--- src/rtl/fifo_write_arbiter.sv ---
`default_nettype none
// ============================================================================
// Module   : fifo_write_arbiter
// Purpose  : Round-robin arbiter that multiplexes NUM_REQ packet streams onto
//            one FIFO write port, holding each grant for a packet or burst cap.
// Revision : 1.0 - initial release
// ============================================================================
module fifo_write_arbiter #(
    parameter int NUM_REQ    = 4,
    parameter int DATA_WIDTH = 8,
    parameter int MAX_BURST  = 16
) (
    input  logic                          write_clk,
    input  logic                          write_rst_n,
    input  logic [NUM_REQ-1:0]            req_valid,
    input  logic [NUM_REQ-1:0]            req_last,
    input  logic [NUM_REQ*DATA_WIDTH-1:0] req_data,
    output logic [NUM_REQ-1:0]            req_ready,
    input  logic                          p_write_full,
    output logic                          p_write_en,
    output logic [DATA_WIDTH-1:0]         write_data,
    output logic [NUM_REQ-1:0]            grant,
    output logic                          busy
);

    localparam int c_PTR_W = (NUM_REQ > 1) ? $clog2(NUM_REQ) : 1;
    localparam int c_CNT_W = $clog2(MAX_BURST + 1);

    typedef enum logic [0:0] {
        ST_IDLE  = 1'b0,
        ST_BURST = 1'b1
    } state_t;

    state_t               r_state, w_state_nxt;
    logic [NUM_REQ-1:0]   r_grant, w_grant_nxt;
    logic [c_PTR_W-1:0]   r_owner, w_owner_nxt;
    logic [c_PTR_W-1:0]   r_rr_ptr, w_rr_ptr_nxt;
    logic [c_CNT_W-1:0]   r_beat_cnt, w_beat_cnt_nxt;
    logic [c_PTR_W-1:0]   w_win_idx;
    logic [c_PTR_W-1:0]   w_scan;
    logic                 w_win_found;
    int                   w_scan_idx;
    logic                 w_active;
    logic                 w_accept;
    logic                 w_burst_end;

    // Scan upward from the round-robin pointer, wrapping at NUM_REQ.
    always_comb begin
        w_win_found = 1'b0;
        w_win_idx   = '0;
        w_scan_idx  = 0;
        w_scan      = '0;
        for (int i = 0; i < NUM_REQ; i++) begin
            w_scan_idx = int'(r_rr_ptr) + i;
            if (w_scan_idx >= NUM_REQ) begin
                w_scan_idx = w_scan_idx - NUM_REQ;
            end
            w_scan = c_PTR_W'(w_scan_idx);
            if (!w_win_found && req_valid[w_scan]) begin
                w_win_found = 1'b1;
                w_win_idx   = w_scan;
            end
        end
    end

    // Outputs are forced quiet while reset is held, even mid-burst.
    assign w_active    = write_rst_n && (r_state == ST_BURST);
    assign w_accept    = w_active && req_valid[r_owner] && !p_write_full;
    assign w_burst_end = w_accept &&
                         (req_last[r_owner] || (r_beat_cnt == c_CNT_W'(MAX_BURST - 1)));

    always_comb begin
        req_ready = '0;
        if (w_active) begin
            req_ready[r_owner] = !p_write_full;
        end
    end

    assign p_write_en = w_accept;
    assign write_data = w_active ? req_data[int'(r_owner)*DATA_WIDTH +: DATA_WIDTH]
                                 : '0;
    assign grant      = r_grant;
    assign busy       = w_active;

    always_comb begin
        w_state_nxt    = r_state;
        w_grant_nxt    = r_grant;
        w_owner_nxt    = r_owner;
        w_rr_ptr_nxt   = r_rr_ptr;
        w_beat_cnt_nxt = r_beat_cnt;
        case (r_state)
            ST_IDLE: begin
                if (w_win_found) begin
                    w_state_nxt    = ST_BURST;
                    w_grant_nxt    = NUM_REQ'(1) << w_win_idx;
                    w_owner_nxt    = w_win_idx;
                    w_beat_cnt_nxt = '0;
                end
            end
            ST_BURST: begin
                if (w_burst_end) begin
                    w_state_nxt    = ST_IDLE;
                    w_grant_nxt    = '0;
                    w_beat_cnt_nxt = '0;
                    w_rr_ptr_nxt   = (r_owner == c_PTR_W'(NUM_REQ - 1)) ? '0
                                                                          : r_owner + 1'b1;
                end else if (w_accept) begin
                    w_beat_cnt_nxt = r_beat_cnt + 1'b1;
                end
            end
            default: begin
                w_state_nxt = ST_IDLE;
                w_grant_nxt = '0;
            end
        endcase
    end

    always_ff @(posedge write_clk) begin
        if (!write_rst_n) begin
            r_state    <= ST_IDLE;
            r_grant    <= '0;
            r_owner    <= '0;
            r_rr_ptr   <= '0;
            r_beat_cnt <= '0;
        end else begin
            r_state    <= w_state_nxt;
            r_grant    <= w_grant_nxt;
            r_owner    <= w_owner_nxt;
            r_rr_ptr   <= w_rr_ptr_nxt;
            r_beat_cnt <= w_beat_cnt_nxt;
        end
    end

endmodule
`default_nettype wire

--- config.mk ---
export PLATFORM = sky130hd
export DESIGN_NAME = fifo_write_arbiter
export DESIGN_NICKNAME = d
export VERILOG_FILES = /design/src/rtl/fifo_write_arbiter.sv
export SDC_FILE = /design/constraint.sdc
export NUM_CORES = 1
export LEC_CHECK = 0
export CAP_MARGIN = 40
export CORE_MARGIN = 1
export CORE_UTILIZATION = 42
export DETAILED_ROUTE_END_ITERATION = 8
export GPL_TIMING_DRIVEN = 0
export PLACE_DENSITY = 0.86
export RECOVER_POWER = 100
export SLEW_MARGIN = 20
export SYNTH_ARGS = -nofsm -noshare
export SYNTH_HDL_FRONTEND = slang
export SYNTH_SLANG_ARGS = --single-unit
--- constraint.sdc ---
create_clock -name write_clk -period 3.25 [get_ports write_clk]
set_input_delay 0.65 -clock write_clk [delete_from_list [all_inputs] [get_ports write_clk]]
set_output_delay 0.65 -clock write_clk [all_outputs]
set_load 0.1 [all_outputs]
==> flow_summary.yaml <==
drt:
  drtPass1Iterations: 4
  drcViolationCount: 0
  ant_nets: 0
  routed_wl_mm: 3.713
  drt_iter0_markers: 41
  viasPerCell: 5.678
  avgRoutedWirePerCell_microns: 16.14
  vias: 1306
power:
  combPwrFrac_pct: 53.2
  pwr-share-clk_pct: 16.3
  power.share.switching_pct: 41.86
  power_leakage_nw: 0.7657
  power.share.sequential_pct: 30.4
  p_total_mw: 0.6326
  switching_power_mw: 0.2648
  ir_worst_vdd_mv: 0.2621
  pwr_density_cell_nw_per_um2: 322.2
  p_int_mw: 0.3678
placed_design:
  routabilityCongestion: 0.8410
  dpl.cell_count: 228
  hpwlAfterDp_mm: 3.067
  pre_cts_ws_ns: -0.05966
  port_buffers: 60
logic_synthesis:
  muxShareOfSynthArea_pct: 19.87
  synth_seq_cells: 14
  syn-num-nets: 169
  synth_cell_types: 39
  synthAdderAreaFrac_pct: 6.696
  syn_area_per_cell_sq_um: 9.342
  ys.warnings.count: 0
  yosysSeqAreaShare_pct: 25.00
  synth_area_sq_um: 1121
  syn_inst: 120
  synth_compound_area_share_pct: 18.53
  yosys.area_share.simple_pct: 24.00
  synth_top_family_by_area: "simple AND/OR/NAND/NOR gates"
  synth_xor_area_share_pct: 0
setup_path:
  crit_end: "write_data[6]"
  timing.rr.start: "r_beat_cnt[0]"
  startpoint: "write_rst_n"
  start_kind: "input pin"
  endpoint_kind: "primary output"
  worst_ep_arrival_time_ns: 2.47
  reg2reg_depth: 7
  regToRegEndpoint: "r_rr_ptr[0]"
  ff2ff_setup_slack_ns: 1.16
  crit_type: "in -> out"
  worstPathRequired_ns: 2.60
  path_max_fanout: 10
timing:
  fin_ws_ns: 0.1323
  final.min_clock_period_ns: 3.118
  worst_clock_skew_ns: 0.003275
  hold_violations: 0
  setup_viol: 0
  rsz0062_at_grt: "false"
  post-route-period-util_pct: 95.93
  slew_headroom_pct: 22.53
  finalSetupTns_ns: 0
  drv_slew: 0
  fmax_mhz: 320.7
  worst_slew_pin_slew_ns: 1.167
clocking:
  clock-root-buffer: "clkbuf_4"
  cts_setup_buffers: 0
  clk_pin_slew_worst_paths_ns: 0.09
  cts_buffers: 3
  clock-sinks: 14
  tritoncts: "done"
  clock_path_buffers: 2
  cts_hold_buffers: 0
  htree_levels: 1
  clock_latency_ns: 0.29
floorplanning:
  die_area_sq_um: 2880
  core-area_sq_um: 2500
  die_w_microns: 53.67
  num_rows: 18
  die_y_microns: 53.67
  start_util_pct: 44.84
  ioPinCount: 61
final_layout:
  drive_gt1_share_pct: 15.50
  fin_nets: 251
  fin_util_pct: 78.53
  synthToLayoutAreaGrowth_pct: 75.11
  fin_cells: 230
  antenna_cells: 0
global_routing:
  grt_pass1_wl_mm: 5.533
  overflow: 0
  grt_max_degree: 11
  grt_usage_pct: 26.59
  antenna_found_initial: 0
  grt_pass1_vias: 1254
hold_path:
  hold_start: "grant[1]"
  hp-class: "reg -> reg"
outcome:
  outcome: "completed"
run:
  max-cap-violations: 0
worst max-delay path: stages:
cell and delay, ns:
clkdlybuf4s50_1 0.50, clkbuf_2 0.26, nand2_4 0.14, nor2b_1 0.16
clkdlybuf4s50_1 0.52, buf_6 0.23
worst min-delay path by stage:
stage | cells past startpoint | slack, ns | end
2_1_floorplan | 2 | 0.44 | r_rr_ptr[0]
3_3_place_gp | 1 | 0.46 | r_beat_cnt[4]
3_5_place_dp | 1 | 0.46 | grant[1]
4_1_cts | 1 | 0.49 | grant[1]
5_1_grt | 1 | 0.52 | r_beat_cnt[4]
6_report | 1 | 0.48 | grant[1]
layout make-up:
cell class | count | area, sq um
clock buffers | 3 | 22.52
plain buffers | 6 | 40.04
inverters | 7 | 26.28
multi-input cells | 93 | 779.5
repair buffers | 77 | 777.0
well taps | 30 | 37.54
flip-flops and latches | 14 | 280.3
fillers | 168 | 536.8
cell usage after synthesis (all sizes together):
cell	count	area share, %
and3	2	1.1
or2	1	0.56
nor4	1	0.56
o32ai	3	2.3
mux2i	2	1.8
o31a	1	0.78
nand2	6	2.0
mux4	9	18
a21boi	1	0.67
a41o	1	0.89
ha	6	6.7
nor3	2	0.89
o211ai	2	1.3
clkbuf	1	0.33
or3	1	0.56
a32o	3	2.7
dfxtp	14	25
nor2b	13	7.3
and2	6	3.6
a22oi	1	0.67
nor3b	1	0.67
inv	7	2.3
o311ai	1	0.78
o21bai	1	0.67
o22a	1	0.78
nand4	1	0.56
o21ai	4	1.8
a22o	3	2.3
buf	5	3.2
a21oi	3	1.3
o221ai	1	0.78
nor2	7	2.3
nand3	7	3.1
and3b	1	0.78
o31ai	1	0.67
metrics by stage:
stage / hold slack [ns] / cell area [sq um]
6_report: 0.4798 / 1963
5_1_grt: 0.5168 / 1963
4_1_cts: 0.4905 / 2052
3_5_place_dp: 0.4645 / 2029
3_3_place_gp: 0.4619 / 1759
2_1_floorplan: 0.4421 / 1121
power groups by stage:
stage / sequential, mW / clock (mW) / combinational [mW]
4_1_cts: 0.192 / 0.103 / 0.356
3_3_place_gp: 0.194 / 0 / 0.300
3_5_place_dp: 0.195 / 0 / 0.355
6_report: 0.193 / 0.103 / 0.337
5_1_grt: 0.194 / 0.111 / 0.353
2_1_floorplan: 0.220 / 0 / 0.176
layer usage:
layer	share of wire, %	track usage, %	up-vias
met5	0	0	-
met4	2.1	9.211	0
met3	10	6.497	11
met2	51	50.82	69
met1	37	27.57	606
li1	-	-	620
cell families after synthesis:
| family | after synthesis |
|---|---|
| muxes | 11 |
| and+or+nand+nor | 49 |
| buffers and inverters | 13 |
| DFF | 14 |
| AOI/OAI and AO/OA | 27 |
| adders and majority gates | 6 |
cells in the final DEF, fill, tap and decap left out, types with 4 or more instances in the layout:
master / instances
mux4_2: 9
dfxtp_1: 14
clkbuf_1: 6
buf_8: 4
ha_1: 6
nor2_1: 7
nand3_1: 7
clkdlybuf4s50_1: 55
and2_1: 4
inv_1: 7
nand2_1: 5
clkbuf_4: 4
buf_6: 9
nor2b_1: 13
registers in the layout, indices dropped and copies added (netlist names):
| signal | flops |
|---|---|
| r_rr_ptr | 2 |
| r_beat_cnt | 5 |
| r_state | 1 |
| r_owner | 2 |
| grant | 4 |
timing repair:
action / CTS / global route
pin swaps: 0 / 0
gates resized for setup: 3 / 3
setup endpoints to repair: 5 / 3
Power figures use the tool's default switching activity.
